==> config.mk <==
export PLATFORM = sky130hd
export DESIGN_NAME = mem_wb_writeback
export DESIGN_NICKNAME = d
export VERILOG_FILES = /design/src/rtl/mem_wb_writeback.sv
export SDC_FILE = /design/constraint.sdc
export NUM_CORES = 1
export LEC_CHECK = 0
export BUFFER_PORTS_ARGS = -buffer_cell sky130_fd_sc_hd__buf_4
export CAP_MARGIN = 20
export CORE_MARGIN = 2
export CORE_UTILIZATION = 52
export CTS_CLUSTER_DIAMETER = 100
export DETAILED_ROUTE_END_ITERATION = 6
export GPL_TIMING_DRIVEN = 0
export HOLD_SLACK_MARGIN = 0.02
export PLACE_DENSITY = 0.89
export SETUP_SLACK_MARGIN = 0.4
export SYNTH_ARGS = -nofsm -noshare
export SYNTH_HDL_FRONTEND = slang
export SYNTH_SLANG_ARGS = --single-unit
==> constraint.sdc <==
create_clock -name clk -period 4.9 [get_ports clk]
set_clock_uncertainty 0.1 [all_clocks]
set_input_delay 0.735 -clock clk [delete_from_list [all_inputs] [get_ports clk]]
set_output_delay 0.735 -clock clk [all_outputs]
set_load 0.1 [all_outputs]
==> src/rtl/mem_wb_writeback.sv <==
// MEM/WB pipeline register with load alignment/extension and writeback select.
// Drives the register-file write port and doubles as the WB forwarding source.
module mem_wb_writeback #(
  parameter int width     = 32,
  parameter int AddrWidth = 5,
  parameter int CntWidth  = 32
) (
  input  logic                 clk,
  input  logic                 reset,
  input  logic                 stall,
  input  logic                 flush,
  input  logic                 MEM_valid,
  input  logic                 MEM_RegWrite,
  input  logic                 MEM_MemtoReg,
  input  logic                 MEM_Link,
  input  logic [2:0]           MEM_LoadType,
  input  logic [AddrWidth-1:0] MEM_Write_register,
  input  logic [width-1:0]     MEM_ALU_result,
  input  logic [width-1:0]     MEM_Mem_data,
  input  logic [width-1:0]     MEM_PC_plus8,
  output logic                 RegWrite,
  output logic [AddrWidth-1:0] Write_register,
  output logic [width-1:0]     Write_data,
  output logic                 WB_valid,
  output logic                 Misalign,
  output logic [CntWidth-1:0]  Retire_count
);

  typedef enum logic [2:0] {
    LT_LW  = 3'b000,
    LT_LB  = 3'b001,
    LT_LBU = 3'b010,
    LT_LH  = 3'b011,
    LT_LHU = 3'b100
  } load_type_e;

  logic [1:0]           off;
  logic [7:0]           ld_byte;
  logic [15:0]          ld_half;
  logic [width-1:0]     load_val;
  logic                 align_bad;
  logic                 misalign_d;
  logic                 reg_write_d;
  logic [width-1:0]     write_data_d;

  logic                 reg_write_q;
  logic [AddrWidth-1:0] write_register_q;
  logic [width-1:0]     write_data_q;
  logic                 wb_valid_q;
  logic                 misalign_q;
  logic [CntWidth-1:0]  retire_count_q;

  assign off     = MEM_ALU_result[1:0];
  assign ld_byte = MEM_Mem_data[{off, 3'b000} +: 8];
  assign ld_half = off[1] ? MEM_Mem_data[31:16] : MEM_Mem_data[15:0];

  // NOTE: every always_comb output gets a default first so no path can infer a latch.
  always_comb begin
    load_val  = MEM_Mem_data;
    align_bad = (off != 2'b00);
    case (MEM_LoadType)
      LT_LB: begin
        load_val  = {{(width-8){ld_byte[7]}}, ld_byte};
        align_bad = 1'b0;
      end
      LT_LBU: begin
        load_val  = {{(width-8){1'b0}}, ld_byte};
        align_bad = 1'b0;
      end
      LT_LH: begin
        load_val  = {{(width-16){ld_half[15]}}, ld_half};
        align_bad = off[0];
      end
      LT_LHU: begin
        load_val  = {{(width-16){1'b0}}, ld_half};
        align_bad = off[0];
      end
      default: ;
    endcase
  end

  // Link outranks MemtoReg so JAL-style writes never pick up stale load data.
  always_comb begin
    write_data_d = MEM_ALU_result;
    if (MEM_Link)          write_data_d = MEM_PC_plus8;
    else if (MEM_MemtoReg) write_data_d = load_val;
  end

  assign misalign_d  = MEM_valid & MEM_MemtoReg & ~MEM_Link & align_bad;
  assign reg_write_d = MEM_valid & MEM_RegWrite & (MEM_Write_register != '0) & ~misalign_d;

  // NOTE: sequential state uses non-blocking assignments so all flops update together at the edge.
  always_ff @(posedge clk) begin
    if (reset) begin
      reg_write_q      <= 1'b0;
      write_register_q <= '0;
      write_data_q     <= '0;
      wb_valid_q       <= 1'b0;
      misalign_q       <= 1'b0;
      retire_count_q   <= '0;
    end else if (flush) begin
      reg_write_q      <= 1'b0;
      write_register_q <= '0;
      write_data_q     <= '0;
      wb_valid_q       <= 1'b0;
      misalign_q       <= 1'b0;
    end else if (!stall) begin
      reg_write_q      <= reg_write_d;
      write_register_q <= MEM_Write_register;
      write_data_q     <= write_data_d;
      wb_valid_q       <= MEM_valid;
      misalign_q       <= misalign_d;
      // Suppressed writes still retire, so the count follows MEM_valid alone.
      if (MEM_valid) retire_count_q <= retire_count_q + CntWidth'(1);
    end
  end

  assign RegWrite       = reg_write_q;
  assign Write_register = write_register_q;
  assign Write_data     = write_data_q;
  assign WB_valid       = wb_valid_q;
  assign Misalign       = misalign_q;
  assign Retire_count   = retire_count_q;

endmodule

==> impl_results.md <==
* Setup TNS at 0 ns
* IO Pins at roughly 180
* Fin crit period at ~2.4 ns
* Worst Setup Start Kind: input pin
* Final setup fails at 0
* Critical Path Sink Type: flop
* Max-slew headroom at 46.89%
* Fin worst setup slack at between 2 and 3 ns
* Vias in the first global route at 4860
* Flops & latches, synth at slightly above 70
* Maxcap violations at 0
* Commonest non-fill, non-tap cells in the layout: buf_4, dfxtp_1, nor2_1
* Synth Area in Simple Gates at around a fifth
* Global-route wire length before repair at between 20 and 25 mm
* Slew Limit Fails at 0
* Nets at between 800 and 900
* Grt met3 use at 9.230%
* Leakage at 2.386 nW
* Design area at 5882 um2
* Share of layout cells above drive strength 1 at between 30% and 40%
* Dpl ws at between 2 and 2.5 ns
* H-tree Lvls at 3
* Mux share of post-synthesis cell area at ~7.1%
* DRT iter0 DRCs at between 500 and 600
* Reg2reg end: Retire_count[23]
* Post-CTS setup repair buffer count at 0
* Sink Count at 72
* Worst min path class: reg -> reg
* Main combinational cell family by area after synthesis: compound AO/OA/AOI/OAI gates
* PortBufs at roughly 180
* Async S/R FF share, synth at 0%
* Worst slew pin tran at 0.7939 ns
* GRT overflow at 0
* Largest stage delay, worst path at around 0.67 ns
* GRT Resource Usage Total at 34.99%
* RSZ-0062 raised after global routing: no
* Detail Placement HPWL at between 10 and 15 mm
* Core ar. at about 7800 um2
* Synth top area cells: dfxtp_1, nor2_1, a21oi_1, xnor2_1, o22ai_1
* Worst r2r path cells at 6
* Post-synthesis sequential area ratio at 34.41%
* Cts hold-fix bufs at 0
* Worst-path clk slew at about 0.080 ns
* VDD IR max at ~0.20 mV
* WL final at ~16 mm
* Final Hold Fails at 0
* Layout area overhead at 40.41%
* Kind of critical path: in -> reg
* P per Cell Area at ~260 nW/um2
* Global routing usage on met2 at a little under three fifths
* CP cell instances: buf_4 > nor2_1 > xor2_1 > buf_2 > a22oi_1 > a211oi_1
* Reg-to-Reg Start: Retire_count[3]
* Min-delay src: Write_data[0]
* Post-synth top area share at about 34%
* Main synth FF type: dfxtp_1
* Hold EP: Write_data[0]
* Synthesized area at between 4000 and 5000 um2
* Complex-gate fraction of the synthesized area at around a quarter
* Area after DPL at between 5000 and 6000 um2
* Critical path fanouts, max at 10
* CTS max path bufs at 2
* Initial antenna violation count at 0
* Wire per inst at 19.72 um
* RePlAce Congestion at around 0.99
* Die Width at approximately 94 um
* Syn Nets at approximately 620
* Cell taking the most area after synthesis: dfxtp_1
* Critical Path AT at 2.55 ns
* Initial Util at approximately 54%
* Die Ht at roughly 94 um
* CTS buffer count at 9
* Post_cts resized at 0
* CP required at around 5.1 ns
* Synth cell types at between 50 and 60
* Crit path max-delay cell type: xor2_1
* Number of synthesized flops with an enable pin at 0
* Final ANT Viol Nets at 0
* Vias per cell at 6.300
* Synth Area in Adders at less than 1%
* CTS tree: yes
* Hold depth at 2
* Ant. Diodes at 0
* Commonest non-fill, non-tap cell in the layout: buf_4
* Pre-Repair DR Iteration Count at 5
* Flop2flop setup slack at 2.90 ns
* Clk Latency, worst-skew pair at 0.37 ns
* Post-synthesis xor/xnor area fraction at between 6 and 7%
* Fmax at 421.4 MHz
* Vias at ~5000
* # rows at 32
* GR peak layer: met2
* Part of the cycle the worst path needs at between 40% and 50%
* Pin count of the biggest net entering global routing at 14
* Die Area at ~8800 um2
* DRC violations left at 0
* Grt met1 use at between 40% and 50%
* Syn Area/Cell at between 8 and 9 um2
* Yosys warns at 0
* Status: complete, no violations
* Clk Tree Root Cell: clkbuf_8
* Syn Inst Count at ~510
-- per-layer routing --
metal  vias to the layer above  wire length, um
met5                         -                0
met4                         0              710
met3                        70             2017
met2                       374             7398
met1                      2342             5808
li1                       2304                -
-- sequential cells by signal (all words and copies together) (netlist names) --
register and count:
Misalign 1, RegWrite 1, Retire_count 32, WB_valid 1, Write_data 32, Write_register 5
-- power breakdown --
| group | internal (mW) | switching [mW] | total, mW |
|---|---|---|---|
| registers | 0.599 | 0.00854 | 0.607 |
| clock network | 0.254 | 0.252 | 0.506 |
| logic | 0.143 | 0.251 | 0.395 |
-- cells by family (layout without fill, tap and decap cells) --
| family | after synthesis | after routing |
|---|---|---|
| XOR/XNOR | 29 | 29 |
| multiplexers | 20 | 20 |
| flip-flops | 72 | 72 |
| buffers and inverters | 55 | 252 |
| AO/OA/AOI/OAI | 159 | 159 |
| AND/OR/NAND/NOR | 173 | 173 |
| adder cells (fa/ha/maj) | 1 | 1 |
-- worst max-delay path, delay by kind of cell --
family / cells / cell delay (ns)
AO/OA/AOI/OAI: 2 / 0.40
XOR/XNOR: 1 / 0.67
buffers and inverters: 2 / 0.48
AND/OR/NAND/NOR: 1 / 0.25
-- worst max-delay path by stage --
stage,start,to,slack [ns],depth (start not counted)
floorplan,Retire_count[13],Retire_count[25],2.49,6
global placement,MEM_LoadType[1],Write_data[23],2.36,6
detailed placement,MEM_LoadType[1],Write_data[26],2.27,6
CTS,MEM_LoadType[1],Write_data[26],2.64,6
global route,MEM_LoadType[1],Write_data[26],2.46,6
finish,MEM_LoadType[1],Write_data[26],2.53,6
-- per-stage QoR --
step                      cells  util, %  total power, mW  hold slack [ns]
after floorplan             509        -           0.8559           0.7041
after global placement      792    73.07           0.9955           0.3500
final                       808    75.72            1.508           0.3797
after detailed placement    792    73.07            1.003           0.3708
after global routing        808    75.72            1.551           0.4151
after CTS                   808    75.72            1.496           0.3826
-- Yosys cell counts, drive strengths merged, types with 2 or more instances --
| library cell | count |
|---|---|
| a2111oi | 5 |
| a211oi | 16 |
| a21boi | 2 |
| a21oi | 41 |
| a221oi | 10 |
| a22oi | 22 |
| a32oi | 7 |
| and2 | 6 |
| and3 | 3 |
| and4 | 5 |
| buf | 18 |
| clkbuf | 21 |
| dfxtp | 72 |
| inv | 15 |
| mux2 | 7 |
| mux2i | 6 |
| mux4 | 7 |
| nand2 | 24 |
| nand2b | 2 |
| nand3 | 12 |
| nand4 | 7 |
| nor2 | 69 |
| nor2b | 2 |
| nor3 | 19 |
| nor4 | 3 |
| o211ai | 2 |
| o21ai | 10 |
| o22ai | 28 |
| o311ai | 6 |
| or2 | 9 |
| or3 | 5 |
| or4 | 2 |
| xnor2 | 23 |
| xor2 | 6 |
-- final cells by class --
class                      instances  area [um2]
inverter                          16       60.06
multi-input combinational        382        2517
sequential                        72        1441
timing repair buffer             181        1359
clock buffer                      11       141.4
clock inverter                     5       65.06
fill                             565        1886
tap                              102       127.6
buffer                            39       170.2
Note: power is estimated with default switching activity, not from simulation.
